$ cat src/rtl/snn_ff_pkg.sv
// Shared widths, request encodings and scheduler state encoding for the
// neuron event scheduler.
package snn_ff_pkg;

  localparam int N_NEUR_DEF = 256;
  localparam int CORE_W     = 12;
  localparam int CNT_W      = 7;
  localparam int WGT_W      = 8;
  localparam int ADDR_W     = 8;
  localparam int ST_W       = CNT_W + CORE_W;
  localparam int SYN_AW     = 2 * ADDR_W;

  typedef enum logic [1:0] {
    REQ_SYN   = 2'd0,
    REQ_TSTEP = 2'd1,
    REQ_TREF  = 2'd2,
    REQ_ILL   = 2'd3
  } req_type_e;

  typedef enum logic [1:0] {
    S_IDLE  = 2'd0,
    S_SWEEP = 2'd1,
    S_DRAIN = 2'd2
  } sched_state_e;

endpackage

$ cat src/rtl/neuron_event_sched_if.sv
// Sweep-request handshake and output spike stream of the neuron event scheduler.
interface neuron_event_sched_if;
  import snn_ff_pkg::*;

  logic              req_valid;
  logic              req_ready;
  logic [1:0]        req_type;
  logic [ADDR_W-1:0] req_pre_addr;

  logic              spk_valid;
  logic              spk_ready;
  logic [ADDR_W-1:0] spk_addr;

  modport slave (
    input  req_valid, req_type, req_pre_addr, spk_ready,
    output req_ready, spk_valid, spk_addr
  );

  modport master (
    output req_valid, req_type, req_pre_addr, spk_ready,
    input  req_ready, spk_valid, spk_addr
  );
endinterface

$ cat src/rtl/neur_spk_fifo.sv
// Synchronous FIFO for spiking neuron addresses, with an occupancy count
// used by the scheduler for back-pressure.
module neur_spk_fifo #(
  parameter  int DEPTH = 4,
  parameter  int W     = 8,
  localparam int AW    = $clog2(DEPTH),
  localparam int CW    = AW + 1
) (
  input  logic          clk,
  input  logic          rst,
  input  logic          push,
  input  logic [W-1:0]  push_data,
  input  logic          pop,
  output logic [W-1:0]  pop_data,
  output logic          empty,
  output logic [CW-1:0] count
);

  logic [W-1:0]  mem [DEPTH];
  logic [AW-1:0] wr_ptr;
  logic [AW-1:0] rd_ptr;
  logic [CW-1:0] cnt_q;

  // Pointers wrap naturally because DEPTH is a power of two.
  always_ff @(posedge clk) begin
    if (rst) begin
      wr_ptr <= '0;
      rd_ptr <= '0;
      cnt_q  <= '0;
    end else begin
      if (push) wr_ptr <= wr_ptr + 1'b1;
      if (pop)  rd_ptr <= rd_ptr + 1'b1;
      case ({push, pop})
        2'b10:   cnt_q <= cnt_q + 1'b1;
        2'b01:   cnt_q <= cnt_q - 1'b1;
        default: cnt_q <= cnt_q;
      endcase
    end
  end

  always_ff @(posedge clk) begin
    if (push) mem[wr_ptr] <= push_data;
  end

  assign pop_data = mem[rd_ptr];
  assign empty    = (cnt_q == '0);
  assign count    = cnt_q;

endmodule

$ cat src/rtl/neuron_event_sched.sv
// Sweeps all post-synaptic neurons for one request: read state (and weight),
// hand it to the neuron datapath, write the result back, queue output spikes.
module neuron_event_sched
  import snn_ff_pkg::*;
#(
  parameter int N_NEUR    = N_NEUR_DEF,
  parameter int SPK_DEPTH = 4
) (
  input  logic                     clk,
  input  logic                     rst,
  neuron_event_sched_if.slave      sif,
  output logic                     syn_rd_en,
  output logic [SYN_AW-1:0]        syn_rd_addr,
  input  logic signed [WGT_W-1:0]  syn_rd_data,
  output logic                     st_rd_en,
  output logic [ADDR_W-1:0]        st_rd_addr,
  input  logic [ST_W-1:0]          st_rd_data,
  output logic                     st_wr_en,
  output logic [ADDR_W-1:0]        st_wr_addr,
  output logic [ST_W-1:0]          st_wr_data,
  output logic signed [CORE_W-1:0] nrn_state_core,
  output logic [CNT_W-1:0]         nrn_post_spike_cnt,
  output logic signed [WGT_W-1:0]  nrn_syn_weight,
  output logic                     nrn_neuron_event,
  output logic                     nrn_time_step_event,
  output logic                     nrn_time_ref_event,
  input  logic signed [CORE_W-1:0] nrn_state_core_next,
  input  logic [CNT_W-1:0]         nrn_post_spike_cnt_next,
  input  logic                     nrn_spike_out,
  output logic                     done
);

  localparam int                CW       = $clog2(SPK_DEPTH) + 1;
  localparam logic [ADDR_W-1:0] LAST_IDX = ADDR_W'(N_NEUR - 1);
  localparam logic [CW:0]       FULL_OCC = (CW + 1)'(SPK_DEPTH);

  sched_state_e      state_q, state_d;
  req_type_e         type_q;
  logic [ADDR_W-1:0] pre_q;
  logic [ADDR_W-1:0] idx_q;
  logic              vld_p1;
  logic [ADDR_W-1:0] addr_p1;

  logic              accept, issue, stall, req_ready_c;
  logic              syn_issue, push, pop, fifo_empty;
  logic [CW-1:0]     fifo_count;
  logic [CW:0]       occ;
  logic [ADDR_W-1:0] fifo_dout;

  assign accept = (state_q == S_IDLE) && sif.req_valid;

  // Count the stage-1 entry as already occupying a slot, so a push is never dropped.
  assign occ   = {1'b0, fifo_count} + {{CW{1'b0}}, vld_p1};
  assign stall = (type_q == REQ_TSTEP) && (occ >= FULL_OCC);

  always_comb begin
    state_d     = state_q;
    issue       = 1'b0;
    done        = 1'b0;
    req_ready_c = 1'b0;
    case (state_q)
      S_IDLE: begin
        req_ready_c = 1'b1;
        if (sif.req_valid)
          state_d = (req_type_e'(sif.req_type) == REQ_ILL) ? S_DRAIN : S_SWEEP;
      end
      S_SWEEP: begin
        issue = !stall;
        if (!stall && (idx_q == LAST_IDX)) state_d = S_DRAIN;
      end
      S_DRAIN: begin
        done    = 1'b1;
        state_d = S_IDLE;
      end
      default: state_d = S_IDLE;
    endcase
  end

  always_ff @(posedge clk) begin
    if (rst) begin
      state_q <= S_IDLE;
      type_q  <= REQ_SYN;
      idx_q   <= '0;
      vld_p1  <= 1'b0;
    end else begin
      state_q <= state_d;
      vld_p1  <= issue;
      if (accept) begin
        type_q <= req_type_e'(sif.req_type);
        idx_q  <= '0;
      end else if (issue) begin
        idx_q  <= idx_q + 1'b1;
      end
    end
  end

  always_ff @(posedge clk) begin
    if (accept) pre_q <= sif.req_pre_addr;
    addr_p1 <= idx_q;
  end

  // Stage 0: SRAM read issue
  assign syn_issue   = issue && (type_q == REQ_SYN);
  assign st_rd_en    = issue;
  assign st_rd_addr  = issue ? idx_q : '0;
  assign syn_rd_en   = syn_issue;
  assign syn_rd_addr = syn_issue ? {pre_q, idx_q} : '0;

  // Stage 1: datapath drive, write-back, spike push
  assign nrn_state_core      = vld_p1 ? $signed(st_rd_data[CORE_W-1:0]) : '0;
  assign nrn_post_spike_cnt  = vld_p1 ? st_rd_data[ST_W-1:CORE_W] : '0;
  assign nrn_syn_weight      = (vld_p1 && (type_q == REQ_SYN)) ? syn_rd_data : '0;
  assign nrn_neuron_event    = vld_p1 && (type_q == REQ_SYN);
  assign nrn_time_step_event = vld_p1 && (type_q == REQ_TSTEP);
  assign nrn_time_ref_event  = vld_p1 && (type_q == REQ_TREF);

  assign st_wr_en   = vld_p1;
  assign st_wr_addr = vld_p1 ? addr_p1 : '0;
  assign st_wr_data = vld_p1 ? {nrn_post_spike_cnt_next, nrn_state_core_next} : '0;

  assign push = vld_p1 && (type_q == REQ_TSTEP) && nrn_spike_out;
  assign pop  = !fifo_empty && sif.spk_ready;

  neur_spk_fifo #(
    .DEPTH (SPK_DEPTH),
    .W     (ADDR_W)
  ) u_spk_fifo (
    .clk       (clk),
    .rst       (rst),
    .push      (push),
    .push_data (addr_p1),
    .pop       (pop),
    .pop_data  (fifo_dout),
    .empty     (fifo_empty),
    .count     (fifo_count)
  );

  assign sif.req_ready = req_ready_c;
  assign sif.spk_valid = !fifo_empty;
  assign sif.spk_addr  = fifo_empty ? '0 : fifo_dout;

endmodule
$ cat src/flat_wrapper.sv
// flat-port wrapper written by rule: the top's interface ports become plain ports
module neuron_event_sched_flat import snn_ff_pkg::*;
#(
  parameter int N_NEUR    = N_NEUR_DEF,
  parameter int SPK_DEPTH = 4
)
  (clk, rst, syn_rd_en, syn_rd_addr, syn_rd_data, st_rd_en, st_rd_addr, st_rd_data, st_wr_en, st_wr_addr, st_wr_data, nrn_state_core, nrn_post_spike_cnt, nrn_syn_weight, nrn_neuron_event, nrn_time_step_event, nrn_time_ref_event, nrn_state_core_next, nrn_post_spike_cnt_next, nrn_spike_out, done, sif_req_valid, sif_req_type, sif_req_pre_addr, sif_spk_ready, sif_req_ready, sif_spk_valid, sif_spk_addr);
  neuron_event_sched_if sif_i ();
  input  logic clk;
  input  logic rst;
  output logic syn_rd_en;
  output logic [SYN_AW-1:0] syn_rd_addr;
  input  logic signed [WGT_W-1:0] syn_rd_data;
  output logic st_rd_en;
  output logic [ADDR_W-1:0] st_rd_addr;
  input  logic [ST_W-1:0] st_rd_data;
  output logic st_wr_en;
  output logic [ADDR_W-1:0] st_wr_addr;
  output logic [ST_W-1:0] st_wr_data;
  output logic signed [CORE_W-1:0] nrn_state_core;
  output logic [CNT_W-1:0] nrn_post_spike_cnt;
  output logic signed [WGT_W-1:0] nrn_syn_weight;
  output logic nrn_neuron_event;
  output logic nrn_time_step_event;
  output logic nrn_time_ref_event;
  input  logic signed [CORE_W-1:0] nrn_state_core_next;
  input  logic [CNT_W-1:0] nrn_post_spike_cnt_next;
  input  logic nrn_spike_out;
  output logic done;
  input wire logic [$bits(sif_i.req_valid)-1:0] sif_req_valid;
  input wire logic [$bits(sif_i.req_type)-1:0] sif_req_type;
  input wire logic [$bits(sif_i.req_pre_addr)-1:0] sif_req_pre_addr;
  input wire logic [$bits(sif_i.spk_ready)-1:0] sif_spk_ready;
  output wire logic [$bits(sif_i.req_ready)-1:0] sif_req_ready;
  output wire logic [$bits(sif_i.spk_valid)-1:0] sif_spk_valid;
  output wire logic [$bits(sif_i.spk_addr)-1:0] sif_spk_addr;
  assign sif_i.req_valid = sif_req_valid;
  assign sif_i.req_type = sif_req_type;
  assign sif_i.req_pre_addr = sif_req_pre_addr;
  assign sif_i.spk_ready = sif_spk_ready;
  assign sif_req_ready = sif_i.req_ready;
  assign sif_spk_valid = sif_i.spk_valid;
  assign sif_spk_addr = sif_i.spk_addr;
  neuron_event_sched #(.N_NEUR(N_NEUR), .SPK_DEPTH(SPK_DEPTH)) u_core (.clk(clk), .rst(rst), .sif(sif_i), .syn_rd_en(syn_rd_en), .syn_rd_addr(syn_rd_addr), .syn_rd_data(syn_rd_data), .st_rd_en(st_rd_en), .st_rd_addr(st_rd_addr), .st_rd_data(st_rd_data), .st_wr_en(st_wr_en), .st_wr_addr(st_wr_addr), .st_wr_data(st_wr_data), .nrn_state_core(nrn_state_core), .nrn_post_spike_cnt(nrn_post_spike_cnt), .nrn_syn_weight(nrn_syn_weight), .nrn_neuron_event(nrn_neuron_event), .nrn_time_step_event(nrn_time_step_event), .nrn_time_ref_event(nrn_time_ref_event), .nrn_state_core_next(nrn_state_core_next), .nrn_post_spike_cnt_next(nrn_post_spike_cnt_next), .nrn_spike_out(nrn_spike_out), .done(done));
endmodule
$ cat config.mk
export PLATFORM = sky130hd
export DESIGN_NAME = neuron_event_sched_flat
export DESIGN_NICKNAME = d
export VERILOG_FILES = /design/src/rtl/snn_ff_pkg.sv /design/src/rtl/neuron_event_sched_if.sv /design/src/rtl/neur_spk_fifo.sv /design/src/rtl/neuron_event_sched.sv /design/src/flat_wrapper.sv
export SDC_FILE = /design/constraint.sdc
export NUM_CORES = 1
export LEC_CHECK = 0
export ABC_CLOCK_PERIOD_IN_PS = 2900
export CORE_MARGIN = 5
export CORE_UTILIZATION = 41
export DETAILED_ROUTE_END_ITERATION = 8
export MAX_ROUTING_LAYER = met4
export PLACE_DENSITY_LB_ADDON = 0.12
export SYNTH_ARGS = -nofsm -noshare
export SYNTH_HDL_FRONTEND = slang
export SYNTH_HIERARCHICAL = 1
export SYNTH_SLANG_ARGS = --single-unit
export TNS_END_PERCENT = 30
$ cat constraint.sdc
create_clock -name clk -period 2.9 [get_ports clk]
set_input_delay 0.29 -clock clk [delete_from_list [all_inputs] [get_ports clk]]
set_output_delay 0.29 -clock clk [all_outputs]
set_load 0.1 [all_outputs]
After elaboration in Yosys (flattened, before gate mapping) --
Memories as Yosys holds them, arrays and structs flattened. A register that Yosys moved wholly into a read port is not among the register bits. Index checks and enable logic that the tools add are counted.
Cells by class: equality and inequality tests 10, order comparisons 1, mux-type cells 20, add/subtract/negate cells 6, reductions and logical operators 17
Operators with widths (count):
- 8-bit two-way mux | 4
- 19-bit two-way mux | 1
- 16-bit two-way mux | 1
- 12-bit two-way mux | 1
- 2-bit two-way mux | 5
- 1-bit logical AND | 9
- 8-bit by 1-bit adder with 8-bit output, second input constant | 1
- 2-bit equality test, second input constant | 4
- 8-bit equality test, second input constant | 1
- 7-bit two-way mux | 1
- 2-bit by 1-bit equality test with 1-bit output, second input constant | 3
- 3-bit case mux with 2 select lines | 1
- 1-bit two-way mux | 5
- 2-bit by 1-bit adder with 2-bit output, second input constant | 2
- 3-bit by 1-bit adder with 4-bit output | 1
- 4-bit by 3-bit greater-or-equal comparator with 1-bit output, second input constant | 1
- 2-bit zero test | 2
- 2-bit case mux with 2 select lines | 1
- 3-bit by 1-bit adder with 3-bit output, second input constant | 1
- 3-bit zero test | 1
- 3-bit by 1-bit subtractor with 3-bit output, second input constant | 1
- 1-bit zero test | 2
- 2-bit by 1-bit != test with 1-bit output, second input constant | 1
- 2-bit != test, second input constant | 1
- 3 further kinds | 3
Word-level totals: memories 1, input port bits 61, RAM bits 32, flip-flop bits (word level) 36, output and inout port bits 95, logic and storage cells 64
Memories:
- u_core.u_spk_fifo.mem | depth 4, width 8, read ports 1, clocked after Yosys merged registers in 1, wr ports 1, RTL line neur_spk_fifo.sv:19 | logic [W-1:0] mem [DEPTH];

Depth between registers and ports, before layout --
depth after elaboration 7, gate-level depth with buffers 10, gate-level depth less buffers 10

Hierarchy --
The synthesis kept the hierarchy.
By module, submodules not included:
- neuron_event_sched | area an instance 1627.8 um^2, cells an instance 190, seq. area each 660.6 um^2, instances 1
- neur_spk_fifo | area an instance 1585.3 um^2, cells an instance 88, seq. area each 1141.1 um^2, instances 1

Least setup slack after synthesis --
No wires, ideal clock.
path type reg-to-output, from reg u_core.vld_p1, in the netlist u_core/st_wr_en, to out nrn_syn_weight[0], data required time 2610 ps, slack -1956 ps, arrival time 4566 ps, stages on the path, launching flop included 3, path buffers 0, path through dfxtp_1 nor3b_1 and2_1
Between the ends: word-level cells in the longest chain between the ends 2
Ends and longest elaborated chain:
- start: declaration | RTL line neuron_event_sched.sv:41 | logic vld_p1;
- start signal: assignment | RTL line neuron_event_sched.sv:87 | vld_p1 <= issue;
- 1-bit logical AND
- net nrn_neuron_event | RTL line flat_wrapper.sv:23 | output logic nrn_neuron_event;
- 8-bit two-way mux | RTL line neuron_event_sched.sv:112 | assign nrn_syn_weight = (vld_p1 && (type_q == REQ_SYN)) ? syn_rd_data : '0;
- end: declaration | RTL line flat_wrapper.sv:22 | output logic signed [WGT_W-1:0] nrn_syn_weight;
The timed path passes the listed nets, and every way through them passes these cells.

Worst setup path after layout --
from reg u_core.type_q[1], to reg u_core.u_spk_fifo.cnt_q[2], in the netlist u_core/u_spk_fifo/count[2]
Between the ends: word-level cells in the longest chain between the ends 5, elaborated cells between the ends (all ways) 7, classes of those cells 3 x eq/ne; 1 x mux; 3 x reduce/logical
Ends and longest elaborated chain:
- start: declaration | RTL line neuron_event_sched.sv:38 | req_type_e type_q;
- start signal: assignment | RTL line neuron_event_sched.sv:89 | type_q <= req_type_e'(sif.req_type);
- 2-bit by 1-bit equality test with 1-bit output * | RTL line neuron_event_sched.sv:121 | assign push = vld_p1 && (type_q == REQ_TSTEP) && nrn_spike_out;
- 1-bit logical AND * (2 in series) | RTL line neuron_event_sched.sv:121
- net u_core.push | RTL line neuron_event_sched.sv:45 | logic syn_issue, push, pop, fifo_empty;
- 2-bit by 1-bit equality test with 1-bit output or 2-bit equality test (tied branches) | RTL line neur_spk_fifo.sv:33 | case ({push, pop})
- 3-bit case mux with 2 select lines or 2-bit nonzero test (tied branches)
- end signal: assignment | RTL line neur_spk_fifo.sv:34 | 2'b10: cnt_q <= cnt_q + 1'b1;
- end signal: assignment | RTL line neur_spk_fifo.sv:35 | 2'b01: cnt_q <= cnt_q - 1'b1;
- end signal: assignment | RTL line neur_spk_fifo.sv:36 | default: cnt_q <= cnt_q;
- end: declaration | RTL line neur_spk_fifo.sv:22 | logic [CW-1:0] cnt_q;
Mark *: on every way through the listed nets, which the timed path passes. The rest lies on a longest branch. A chain may end at the register's enable or synchronous reset.

==> results.tsv <==
metric	value	unit
status	finished, final reports clean	
Yosys cell types	39	
Compound-Gate Fraction of Synth Area	4.36	%
Top delay family on crit path	simple AND/OR/NAND/NOR gates	
clk_lat worst skew	340	ps
post_cts resized	0	
GR Util met3	6.86	%
antenna cells	0	
R2R cell count	10	
Max Transition Viols Final	0	
Pleak	2.00	nW
deepest clock path buffer count	2	
Routed WL per cell	14.5	um
WP depth	10	
worst-path maximum fanout	8	
Crit Reg-Reg Startpoint	u_core/type_q[1]	
post-synth top area cell	edfxtp_1	
CP most frequent cell	inv_1	
worst flop-to-flop path endpoint	u_core/u_spk_fifo/count[2]	
largest net degree at the start of global routing	51	
Setup Skew	11.7	ps
synthesized net count	346	
Seq/Total Area, Yosys	56.1	%
XOR/XNOR Fraction of Synth Area	1.64	%
Clk network pwr share	30.3	%
Final min period	2360	ps
startpoint types	register	
clock transition at the registers of the reported paths	80	ps
Slew @ Worst Pin	588	ps
multiplexer area fraction after synthesis	6.54	%
max cap viols	0	
Worst Setup End Kind	register	
largest family of logic cells by synthesized area	simple AND/OR/NAND/NOR gates	
Buf+Inv Stages, Crit Path	3	
Hold Crit Class	reg2reg	
Slowest-stage cell, CP	dfxtp_1	
IO Count	156	
crit-path cells	nand3b_2, inv_1, and2_1, inv_1, ha_1, inv_1, fa_1, xor2_1, or3_1, a21oi_1	
Site Rows	32	
clk sinks	70	
Hold Path Depth	0	
htree depth	3	
vias per cell	4.70	
initial antenna violation count	0	
Flop pwr share	44.5	%
Logic pwr share	25.2	%
final WL	7850	um
Synth Area in Adders	2.96	%
switching power	840	uW
Peak VDD IR	314	uV
Post-Place Cell Area	4840	um^2
drt initial violations	87	
Die W	98.5	um
filler instances	649	
syn avg cell area	11.6	um^2
Die Footprint	9710	um^2
clock root buffer	clkbuf_8	
GRT Overall Usage	17.1	%
total gr overflow	0	
crit path DAT	2620	ps
DP HPWL	6160	um
Slew Limit Headroom	60.8	%
met1 usage	19.1	%
most used routing layer	met2	
Switching Fraction	34.7	%
Worst R2R Setup Slack	540	ps
layout cells sized above 1	29.4	%
Synth top area share	37.4	%
top cells by area, synth	edfxtp_1, dfxtp_1, and2_1, mux4_2, ha_1	
IO buf count	155	
power density over the cells	482	nW/um^2
CTS Buf Count	9	
global-route wire length before repair	12600	um
initial core utilization	41.8	%
mapped cell area	3210	um^2
critical path endpoint	u_core/u_spk_fifo/count[2]	
CTS tree	yes	
final instance area	5020	um^2
YS warnings	6	
flop and latch count out of synthesis	70	
vias in the first global route	2614	
height of the die	98.5	um
met2 usage	28.7	%
WP data required	3160	ps
GP Congestion	0.737	
DR DRC count	0	
Mapped Cells	278	
Layout area overhead	56.4	%
final net count	502	
internal power component	1.58	mW
max incr delay on CP	490	ps
Post-CTS Hold Fix Bufs	0	
antenna viol nets, final	0	
unrepaired setup endpoints after global routing	no	
simple-gate share of the synthesized area	25.2	%
total number of vias	2540	
max frequency	424	MHz
crit path from	u_core/type_q[1]	
DR pass1 iterations	4	
critical path class	reg2reg	
post-route setup TNS	0	ps
Final setup viols	0	
core area	7690	um^2
Setup Fix Bufs, Post-CTS	0	
final hold vios	0	
Final Cycle Share	81.3	%
## state kept, by name (all words and copies together) (netlist names), named ones only
signal	count
u_core/addr_p1	8
u_core/idx_q	8
u_core/pre_q	8
u_core/st_wr_en	1
u_core/state_q	2
u_core/type_q	2
u_core/u_spk_fifo/count	3
u_core/u_spk_fifo/mem	32
u_core/u_spk_fifo/rd_ptr	2
u_core/u_spk_fifo/wr_ptr	2
## metal layers
| metal | up-vias | routed length (um) | share of wire, % |
|---|---|---|---|
| met5 | - | 0 | 0 |
| met4 | 0 | 21 | 0.27 |
| met3 | 2 | 617 | 7.9 |
| met2 | 104 | 4040 | 51 |
| met1 | 1175 | 3170 | 40 |
| li1 | 1259 | - | - |
## layout make-up
class	instances	area, um^2	share of cell area [%]
Sequential cell	70	1800	35.9
Tap cell	102	128	2.54
Multi-Input combinational cell	183	1330	26.4
Timing Repair Buffer	158	1540	30.6
Clock inverter	7	63.8	1.27
Clock buffer	9	124	2.47
Inverter	12	45.0	0.896
## worst min path at each step
stage                     from                end  slack, ps
2_1_floorplan              rst    u_core/st_wr_en        350
4_1_cts        u_core/idx_q[4]  u_core/addr_p1[4]        440
6_report       u_core/idx_q[7]  u_core/addr_p1[7]        440
3_3_place_gp   u_core/idx_q[4]  u_core/addr_p1[4]        420
3_5_place_dp   u_core/idx_q[4]  u_core/addr_p1[4]        420
5_1_grt        u_core/idx_q[7]  u_core/addr_p1[7]        450
## worst reg2reg max path, delay by kind of cell, from the launching register on
kind	cells	cell delay, ps
AND/OR/NAND/NOR	3	750
flip-flops	1	490
XOR/XNOR	1	160
AO/OA/AOI/OAI	1	140
buffers and inverters	3	200
adder cells (fa/ha/maj)	2	540
## power by group through the flow
stage	Sequential, mW	Combinational (mW)	Clock (mW)
floorplan	1.10	0.407	0
global route	1.08	0.637	0.804
finish	1.08	0.610	0.733
detailed placement	1.10	0.615	0
CTS	1.08	0.616	0.760
global placement	1.10	0.611	0
## synth_stat cells
cell / number
and2_1: 82
edfxtp_1: 40
dfxtp_1: 30
nor2_1: 16
inv_1: 11
a21oi_1: 10
nor2b_1: 10
clkbuf_1: 9
mux4_2: 8
ha_1: 6
nand2_1: 6
o21ai_0: 6
or3_1: 6
mux2i_1: 3
nand3_1: 3
xnor2_1: 3
xor2_1: 3
buf_2: 2
nand4_1: 2
nor3_1: 2
o31ai_1: 2
a31oi_1: 1
a32oi_1: 1
and2b_1: 1
and3_1: 1
and4_1: 1
buf_6: 1
clkbuf_2: 1
fa_1: 1
inv_2: 1
nand2b_1: 1
nand3b_1: 1
nand3b_2: 1
nor3b_1: 1
nor4_1: 1
o211ai_4: 1
o31a_1: 1
or2_0: 1
or4_1: 1
## cell usage in the layout, fill, tap and decap left out, types with 3 or more instances in the layout
master | netlist | routed
or3_1 | 6 | 6
clkbuf_8 | 0 | 9
nor2b_1 | 10 | 10
clkdlybuf4s50_1 | 0 | 60
ha_1 | 6 | 6
and2_1 | 82 | 81
nor2_1 | 16 | 16
o21ai_0 | 6 | 6
buf_4 | 0 | 82
inv_1 | 11 | 11
a21oi_1 | 10 | 10
mux4_2 | 8 | 8
dfxtp_1 | 30 | 29
xor2_1 | 3 | 3
mux2i_1 | 3 | 3
buf_12 | 0 | 16
edfxtp_1 | 40 | 40
nand2_1 | 6 | 6
xnor2_1 | 3 | 3
nand3_1 | 3 | 3
inv_6 | 0 | 3
## kinds of logic (layout without fill, tap and decap cells)
| logic type | count (synthesis) | in the layout |
|---|---|---|
| and+or+nand+nor | 137 | 137 |
| buffers and inverters | 25 | 186 |
| DFF | 70 | 70 |
| AOI/OAI and AO/OA | 22 | 22 |
| muxes | 11 | 11 |
| xor gates and xnor gates | 6 | 6 |
| adders and majority gates | 7 | 7 |
## through the flow
| stage | utilization, % | std cells | setup WS [ps] | hold slack [ps] | total power, mW |
|---|---|---|---|---|---|
| finish | 65.4 | 541 | 542 | 435 | 2.42 |
| global route | 65.4 | 541 | 348 | 450 | 2.52 |
| CTS | 65.4 | 541 | 525 | 438 | 2.45 |
| detailed placement | 62.9 | 525 | 571 | 421 | 1.71 |
| global placement | 62.9 | 525 | 609 | 422 | 1.71 |
| floorplan | - | 278 | -112 | 355 | 1.51 |
No activity file was read; power rests on OpenSTA's default activity.
